`config.mk`:
```
export PLATFORM = sky130hd
export DESIGN_NAME = mips_cpu_run_monitor
export DESIGN_NICKNAME = d
export VERILOG_FILES = /design/src/rtl/mips_cpu_monitor_pkg.sv /design/src/rtl/mips_cpu_sat_counter.sv /design/src/rtl/mips_cpu_run_monitor.sv
export SDC_FILE = /design/constraint.sdc
export NUM_CORES = 1
export LEC_CHECK = 0
export ABC_AREA = 1
export BUFFER_PORTS_ARGS = -buffer_cell sky130_fd_sc_hd__buf_2
export CAP_MARGIN = 5
export CORE_UTILIZATION = 23
export DETAILED_ROUTE_END_ITERATION = 8
export PLACE_DENSITY = 0.46
export SYNTH_ARGS = -nofsm -noshare
export SYNTH_HDL_FRONTEND = slang
export SYNTH_SLANG_ARGS = --single-unit
```
`constraint.sdc`:
```
create_clock -name clk -period 3.3 [get_ports clk]
set_input_delay 0.165 -clock clk [delete_from_list [all_inputs] [get_ports clk]]
set_output_delay 0.165 -clock clk [all_outputs]
set_load 0.03 [all_outputs]
```
`src/rtl/mips_cpu_monitor_pkg.sv`:
```
// Shared types and constants for the MIPS CPU run monitor.
package mips_cpu_monitor_pkg;

  typedef enum logic [2:0] {
    ST_IDLE    = 3'd0,
    ST_RUN     = 3'd1,
    ST_HALTED  = 3'd2,
    ST_TIMEOUT = 3'd3,
    ST_ERROR   = 3'd4
  } status_e;

  localparam logic [1:0] ERR_NONE        = 2'd0;
  localparam logic [1:0] ERR_FIRST_FETCH = 2'd1;
  localparam logic [1:0] ERR_RD_WR       = 2'd2;
  localparam logic [1:0] ERR_ACTIVE_DROP = 2'd3;

  localparam logic [31:0] DEFAULT_RESET_VECTOR = 32'hBFC0_0000;

endpackage

```
`src/rtl/mips_cpu_sat_counter.sv`:
```
// Saturating up-counter with enable and async active-low clear.
module mips_cpu_sat_counter #(
  parameter int CW = 32
) (
  input  logic          clk,
  input  logic          rst_n,
  input  logic          en_i,
  output logic [CW-1:0] count_o
);

  logic [CW-1:0] count_q;
  logic [CW-1:0] count_d;

  always_comb begin
    count_d = count_q;
    if (en_i && (count_q != {CW{1'b1}})) count_d = count_q + 1'b1;
  end

  always_ff @(posedge clk or negedge rst_n) begin
    if (!rst_n) count_q <= '0;
    else        count_q <= count_d;
  end

  assign count_o = count_q;

endmodule

```
`src/rtl/mips_cpu_run_monitor.sv`:
```
// Run supervision for mips_cpu_harvard: halt detection, $v0 capture,
// cycle/access counting and timeout / protocol error flagging.
module mips_cpu_run_monitor
  import mips_cpu_monitor_pkg::*;
#(
  parameter logic [31:0] RESET_VECTOR = DEFAULT_RESET_VECTOR,
  parameter int          MAX_CYCLES   = 1000,
  parameter int          CW           = 32
) (
  input  logic          clk,
  input  logic          reset,
  input  logic          clk_enable,
  input  logic          active,
  input  logic [31:0]   instr_address,
  input  logic [31:0]   register_v0,
  input  logic          data_read,
  input  logic          data_write,
  output logic [2:0]    status,
  output logic          done,
  output logic [31:0]   result_v0,
  output logic [CW-1:0] cycle_count,
  output logic [CW-1:0] rd_count,
  output logic [CW-1:0] wr_count,
  output logic [1:0]    err_code
);

  localparam logic [CW-1:0] LAST_CYCLE = CW'(MAX_CYCLES - 1);

  status_e     state_q, state_d;
  logic        first_fetch_q, first_fetch_d;
  logic [31:0] result_q, result_d;
  logic [1:0]  err_q, err_d;
  logic        run_en;

  assign run_en = clk_enable && (state_q == ST_RUN);

  always_comb begin
    state_d       = state_q;
    first_fetch_d = first_fetch_q;
    result_d      = result_q;
    err_d         = err_q;
    case (state_q)
      ST_IDLE: begin
        if (active) state_d = ST_RUN;
      end
      ST_RUN: begin
        first_fetch_d = 1'b0;
        // Errors outrank halt, and halt outranks timeout on the same edge.
        if (first_fetch_q && (instr_address != RESET_VECTOR)) begin
          state_d = ST_ERROR;
          err_d   = ERR_FIRST_FETCH;
        end else if (data_read && data_write) begin
          state_d = ST_ERROR;
          err_d   = ERR_RD_WR;
        end else if (!active && (instr_address == 32'd0)) begin
          state_d  = ST_HALTED;
          result_d = register_v0;
        end else if (!active) begin
          state_d = ST_ERROR;
          err_d   = ERR_ACTIVE_DROP;
        end else if (cycle_count == LAST_CYCLE) begin
          state_d = ST_TIMEOUT;
        end
      end
      default: ;
    endcase
  end

  always_ff @(posedge clk or negedge reset) begin
    if (!reset) begin
      state_q       <= ST_IDLE;
      first_fetch_q <= 1'b1;
      result_q      <= '0;
      err_q         <= ERR_NONE;
    end else if (clk_enable) begin
      state_q       <= state_d;
      first_fetch_q <= first_fetch_d;
      result_q      <= result_d;
      err_q         <= err_d;
    end
  end

  mips_cpu_sat_counter #(.CW(CW)) u_cycle_cnt (
    .clk     (clk),
    .rst_n   (reset),
    .en_i    (run_en),
    .count_o (cycle_count)
  );

  mips_cpu_sat_counter #(.CW(CW)) u_rd_cnt (
    .clk     (clk),
    .rst_n   (reset),
    .en_i    (run_en && data_read),
    .count_o (rd_count)
  );

  mips_cpu_sat_counter #(.CW(CW)) u_wr_cnt (
    .clk     (clk),
    .rst_n   (reset),
    .en_i    (run_en && data_write),
    .count_o (wr_count)
  );

  assign status    = state_q;
  assign done      = (state_q == ST_HALTED) || (state_q == ST_TIMEOUT) || (state_q == ST_ERROR);
  assign result_v0 = result_q;
  assign err_code  = err_q;

endmodule

```
==> results.txt, run 1 <==
ys flop type = dfrtp_1
Top Layer Used = met4
Slowest Stage Delay on Critical Path = 430 ps
clock skew = 10.84 ps
R2R setup slack = 830 ps
status = finished, final reports clean
largest delay contributor family on the critical path = simple AND/OR/NAND/NOR gates
Critical Path Source Type = flop
ratio of cells with drive above 1 in the final layout = 22.95%
RD Place Congestion = 0.8437
WS Path Type = flop to flop
min-delay src = clk_enable
Final period util = 74.74%
Reg-to-Reg Start = u_wr_cnt.count_o[0]$_DFFE_PN0P_
CP max FO = 25
VDD IR max = 0.3454 mV
Post-Place Worst Slack = 802.9 ps
antenna violations before repair = 2
clock slew at reported path FFs = 60 ps
most used cell, CP = nand2_1
DRC = 0
post-synth cell types = 32
final setup TNS = 0 ps
crit path cell chain = ha_1 -> inv_1 -> nor2_1 -> nand2_1 -> nor2_1 -> nand2_1 -> nand2_2 -> inv_2 -> nand2_1 -> xor2_1
worst path bufs/invs = 2
number of flops mapped to enable cells by yosys = 0
Crit. path cell count = 10
Min Hold Slack = 170.7 ps
# rows = 67
nets = 1389
largest net degree at the start of global routing = 74
Final ANT Viol Nets = 0
DR WL/cell = 13.60 um
syn nets = 1151
DR iter-0 viols = 318
Slew Viols, Final = 0
FILL cells = 3745
RSZ-0062 raised after global routing = no
Pwr Density = 380.0 nW/um2
Clk Latency, worst-skew pair = 440 ps
CTS tree = built
Syn Inst Count = 1078
die span in x = 187.5 um
top-area cell type share of the netlist area = 42.08%
worst min-delay path class = input pin to flop
Synth Area per Inst = 7.338 um2
Critical Path RT = 3660 ps
Post-DP HPWL = 18320 um
initial core utilization = 23.47%
MaxCap Viol Count = 0
H-tree lvl count = 4
top-level I/O count = 204
critical path arrival = 2820 ps
vias in the first global route = 7531
die footprint = 35140 um2
Final Hold Viols = 0
Post-Route WL = 24180 um
Synth area leaders = dfrtp_1 (42%), nand2_1 (17%), nor2_1 (7.1%), inv_1 (6.3%), xor2_1 (6.1%)
CTS buffer count = 17
root buf cell = clkbuf_16
Port Buf Inserts = 203
Slew @ Worst Pin = 821.4 ps
Period minus WS final = 2466 ps
Die Y = 187.5 um
Vias/cell = 4.190
Synth Cell Area = 7910 um2
Sinks on Clock Net = 134
gr usage total = 14.39%
Synth Register Bits = 134
met1 WL = 11280 um
Hold Path End = status[0]$_DFFE_PN0P_
Yosys top cell by area = dfrtp_1
area of the multi-input gates = 3856 um2
P&R area growth vs syn = 30.81%
asr flop ratio synth = 100.0%
slowest stage cell, crit path = dfrtp_1
hold path cells = 5
synth warn = 0
met3 wire len = 1373 um
grt ovf = 0
final setup fails = 0
core area = 33700 um2
vias post-DR = 7450
worst r2r dst = u_wr_cnt.count_o[23]$_DFFE_PN0P_
leak pwr = 0.005173 uW
sequential-to-total area share from yosys stat = 42.41%
first-pass GRT wire length = 39830 um
post-cts sizing count = 0
Max Buffers Root-to-Sink = 2
Slew headroom = 45.24%
Reg area = 3354 um2
metal2 WL = 11150 um
crit path capture type = flop
Peak Freq = 405.5 MHz
drt pass-1 iters = 5
worst-case reg-to-reg path depth = 10
worst setup margin = 833.7 ps
==> final cells by class <==
| cell class | instances | area share (%) |
|---|---|---|
| clock inverters | 12 | 1.935 |
| well taps | 448 | 5.417 |
| flip-flops and latches | 134 | 32.42 |
| clock buffers | 20 | 4.414 |
| inverters | 141 | 5.115 |
| diodes | 1 | 0.02418 |
| multi-input cells | 783 | 37.27 |
| repair buffers | 239 | 13.41 |
==> logic make-up after synthesis <==
| logic type | after synthesis | share of synthesized area, % |
|---|---|---|
| XOR/XNOR | 75 | 8.304 |
| flip-flops | 134 | 42.41 |
| adder cells (fa/ha/maj) | 3 | 0.4746 |
| AND/OR/NAND/NOR | 629 | 33.41 |
| buffers and inverters | 161 | 8.842 |
| AO/OA/AOI/OAI | 76 | 6.564 |
==> how the worst max path moves through the flow <==
| stage | slack, ps | start | end |
|---|---|---|---|
| 6_report | 830 | u_wr_cnt.count_o[0]$_DFFE_PN0P_ | u_wr_cnt.count_o[23]$_DFFE_PN0P_ |
| 4_1_cts | 790 | u_wr_cnt.count_o[0]$_DFFE_PN0P_ | u_wr_cnt.count_o[23]$_DFFE_PN0P_ |
| 2_1_floorplan | 1340 | u_rd_cnt.count_o[0]$_DFFE_PN0P_ | u_rd_cnt.count_o[10]$_DFFE_PN0P_ |
| 5_1_grt | 540 | u_wr_cnt.count_o[0]$_DFFE_PN0P_ | u_wr_cnt.count_o[16]$_DFFE_PN0P_ |
| 3_3_place_gp | 810 | u_wr_cnt.count_o[0]$_DFFE_PN0P_ | u_wr_cnt.count_o[23]$_DFFE_PN0P_ |
| 3_5_place_dp | 800 | u_wr_cnt.count_o[0]$_DFFE_PN0P_ | u_wr_cnt.count_o[23]$_DFFE_PN0P_ |
==> timing repair <==
| item | in CTS | in global routing |
|---|---|---|
| hold endpoints to repair | 102 | 0 |
| endpoints found under the setup margin | 0 | 0 |
| buffers inserted | 0 | 0 |
| hold buffers | 33 | 0 |
==> sequential cells by signal, summed over array words and instances (netlist names) <==
register / flops
u_wr_cnt.count_o: 32
u_rd_cnt.count_o: 32
first_fetch_q: 1
u_cycle_cnt.count_o: 32
result_v0: 32
err_code: 2
status: 3
==> power by group <==
part | leakage (uW) | switching, uW | internal, uW
sequential | 0.00169 | 0 | 1640
clock | 0.000312 | 767 | 1380
combinational | 0.00317 | 74.5 | 67.6
total | 0.00517 | 842 | 3090
==> placed cells by master, fill, tap and decap left out, types with 3 or more instances in the layout <==
master / netlist / routed
nor3_1: 40 / 40
xnor2_1: 20 / 20
nor2_1: 149 / 149
nand2_2: 6 / 6
o21ai_2: 37 / 37
buf_2: 7 / 202
clkbuf_16: 0 / 17
bufinv_16: 0 / 5
nor2_2: 4 / 4
nor3_2: 4 / 4
inv_2: 9 / 9
o21ai_1: 6 / 6
o21ai_0: 29 / 29
inv_1: 132 / 132
dfrtp_1: 133 / 133
clkinvlp_4: 0 / 3
ha_1: 3 / 3
nor2_4: 3 / 3
nand3b_1: 6 / 6
nand2_1: 357 / 357
dlygate4sd3_1: 0 / 33
xor2_1: 55 / 55
nand4_1: 10 / 10
a21oi_1: 4 / 4
nand3_1: 41 / 41
==> layer usage <==
layer  vias to the layer above  track usage, %
li1                       3796               -
met1                      3430           18.59
met2                       197           23.23
met3                        27           3.959
met4                         0           4.440
met5                         -               0
==> stage by stage <==
step	power [uW]	instances	area, um2	utilization (%)
after floorplan	1702	1078	7910	-
final	3932	1778	10350	30.70
after global routing	4101	1777	10340	30.70
after CTS	4011	1777	10340	30.70
after detailed placement	1790	1712	9358	27.77
after global placement	1788	1712	9358	27.77
==> worst reg2reg max path, cell delays in order (launching register included) <==
cell     delay, ps
dfrtp_1        430
ha_1           190
inv_1           90
nor2_1         250
nand2_1        180
nor2_1         160
nand2_1        100
nand2_2        380
inv_2          310
nand2_1        170
xor2_1         150
==> cells in the mapped netlist, types with 2 or more instances <==
cell	count
a21oi_1	4
and2_1	2
buf_2	7
buf_6	11
dfrtp_1	133
ha_1	3
inv_1	132
inv_2	9
nand2_1	357
nand2_2	6
nand3_1	41
nand3b_1	6
nand4_1	10
nor2_1	149
nor2_2	4
nor2_4	3
nor3_1	40
nor3_2	4
nor3_4	2
o21ai_0	29
o21ai_1	6
o21ai_2	37
xnor2_1	20
xor2_1	55
(Power assumes the default switching activity.)
==> run 2: changes to the inputs <==
Settings changed: PLACE_DENSITY 0.46 to 0.48.
Clock period 3.3 ns to 2 ns, I/O delays scaled along.
==> run 2 against run 1 <==
  * Largest power group unchanged
  * Sequential share of layout area shrank 0.94 points
  * Final cell count grew 2.3%
  * Largest cell class unchanged
  * Combinational power grew 68%
  * Critical endpoint is now u_cycle_cnt.count_o[21]$_DFFE_PN0P_
  * Core utilization grew 0.91 points
  * Sequential cell count is the same
==> results.txt, run 2 (synthesized netlist as in run 1, its figures left out) <==
CTS buffer count = 17
final setup fails = 0
Min Hold Slack = 105.4 ps
nets = 1431
Slew @ Worst Pin = 507.1 ps
P&R area growth vs syn = 34.70%
Post-Route WL = 24190 um
first-pass GRT wire length = 39630 um
Die Y = 187.5 um
drt pass-1 iters = 5
DR WL/cell = 13.30 um
clock skew = 9.744 ps
MaxCap Viol Count = 0
Final ANT Viol Nets = 0
RSZ-0062 raised after global routing = yes
CTS tree = built
DRC = 0
Critical Path Source Type = flop
Flop pwr share = 44.0%
antenna violations before repair = 2
die footprint = 35140 um2
Slew headroom = 66.19%
Sinks on Clock Net = 134
Peak Freq = 533.8 MHz
# rows = 67
Clk pwr share = 52.1%
Reg area = 3354 um2
grt ovf = 0
ratio of cells with drive above 1 in the final layout = 25.75%
Vias/cell = 4.180
most frequent cells in the layout = nand2_1 (357), buf_2 (202), nor2_1 (146), dfrtp_1 (133), inv_1 (131)
Final Hold Viols = 0
status = finished, final reports clean
DR iter-0 viols = 418
vias in the first global route = 7602
WS Path Type = flop to flop
area of the multi-input gates = 3876 um2
leak pwr = 0.005369 uW
die span in x = 187.5 um
top-level I/O count = 204
Final period util = 93.67%
RD Place Congestion = 0.8740
Pwr Density = 578.0 nW/um2
crit path capture type = flop
sw power = 1384 uW
Clk Latency, worst-skew pair = 430 ps
Slew Viols, Final = 0
most common cell after layout, fill and taps aside = nand2_1
gr usage total = 14.28%
vias post-DR = 7604
Tot Pwr = 6159 uW
H-tree lvl count = 4
root buf cell = clkbuf_16
clock slew at reported path FFs = 60 ps
Post-DP HPWL = 18650 um
Comb power frac = 3.9%
Port Buf Inserts = 203
initial core utilization = 23.47%
CP max FO = 5
critical path arrival = 2220 ps
FILL cells = 3672
largest net degree at the start of global routing = 65
Critical Path RT = 2350 ps
VDD IR max = 0.5452 mV
Period minus WS final = 1873 ps
switching share of power = 22.48%
worst min-delay path class = input pin to flop
P_int = 4775 uW
core area = 33700 um2
ANT cells = 0
Max Buffers Root-to-Sink = 2
run 2: changes by cell type in the layout (fill, tap and decap cells not counted), moves of 2 or more:
cell,change
buf_4,+39
clkinv_2,+4
nor2_2,+2
nor2_1,-3
inv_4,+2
buf_12,+3
clkbuf_8,-2
bufinv_16,-2
run 2: critical path, stage by stage (launching register included):
cell     delay, ps
dfrtp_1        440
inv_1           90
nor3_1         410
nand3_1        240
nor2_1         220
nand2_1         70
nor2_1         170
xor2_1         160
run 2: worst paths after layout:
| check | cells after the start | startpoint | endpoint | slack, ps |
|---|---|---|---|---|
| worst max-delay path | 7 | u_cycle_cnt.count_o[2]$_DFFE_PN0P_ | u_cycle_cnt.count_o[21]$_DFFE_PN0P_ | 130 |
| worst min-delay path | 5 | clk_enable | status[0]$_DFFE_PN0P_ | 110 |
| worst max register to register | 7 | u_cycle_cnt.count_o[2]$_DFFE_PN0P_ | u_cycle_cnt.count_o[21]$_DFFE_PN0P_ | 130 |
| worst min register to register | 2 | first_fetch_q$_DFFE_PN1P_ | first_fetch_q$_DFFE_PN1P_ | 450 |
| max in group asynchronous | 3 | reset | result_v0[6]$_DFFE_PN0P_ | 1150 |
| min in group asynchronous | 2 | reset | u_cycle_cnt.count_o[5]$_DFFE_PN0P_ | 180 |
run 2: cell type report:
class / instances / area share, %
multi-input cells: 783 / 36.38
flip-flops and latches: 134 / 31.48
repair buffers: 281 / 16.33
well taps: 448 / 5.261
inverters: 141 / 5.014
clock buffers: 18 / 4.028
clock inverters: 14 / 1.503
run 2: routing by layer:
metal  track usage, %  vias up  routed length, um
met1            18.07     3502              10970
met4            3.440        4                213
met2            23.62      204              11400
li1                 -     3876                  -
met5                0        -                 19
met3            4.409       18               1582
run 2: timing repair:
action	in CTS	in global routing
hold endpoints to repair	76	0
endpoints found under the setup margin	0	37
hold buffers	33	0
gates resized for setup	0	11
setup buffers	0	2
run 2: power groups by stage:
stage	Clock, uW	Sequential (uW)	Combinational, uW
5_1_grt	3430	2710	272
4_1_cts	3340	2710	246
3_3_place_gp	0	2760	193
6_report	3210	2710	239
2_1_floorplan	0	2760	47.0
3_5_place_dp	0	2760	196
run 2: stage by stage:
stage	cell area (um2)	worst slack (ps)	instances	TNS, ps	util, %
after floorplan	7910	37.31	1078	0	-
after CTS	10620	87.14	1817	0	31.50
after global routing	10660	-43.30	1819	-47.09	31.62
after detailed placement	9696	109.4	1752	0	28.77
after global placement	9696	151.7	1752	0	28.77
final	10660	126.7	1819	0	31.62
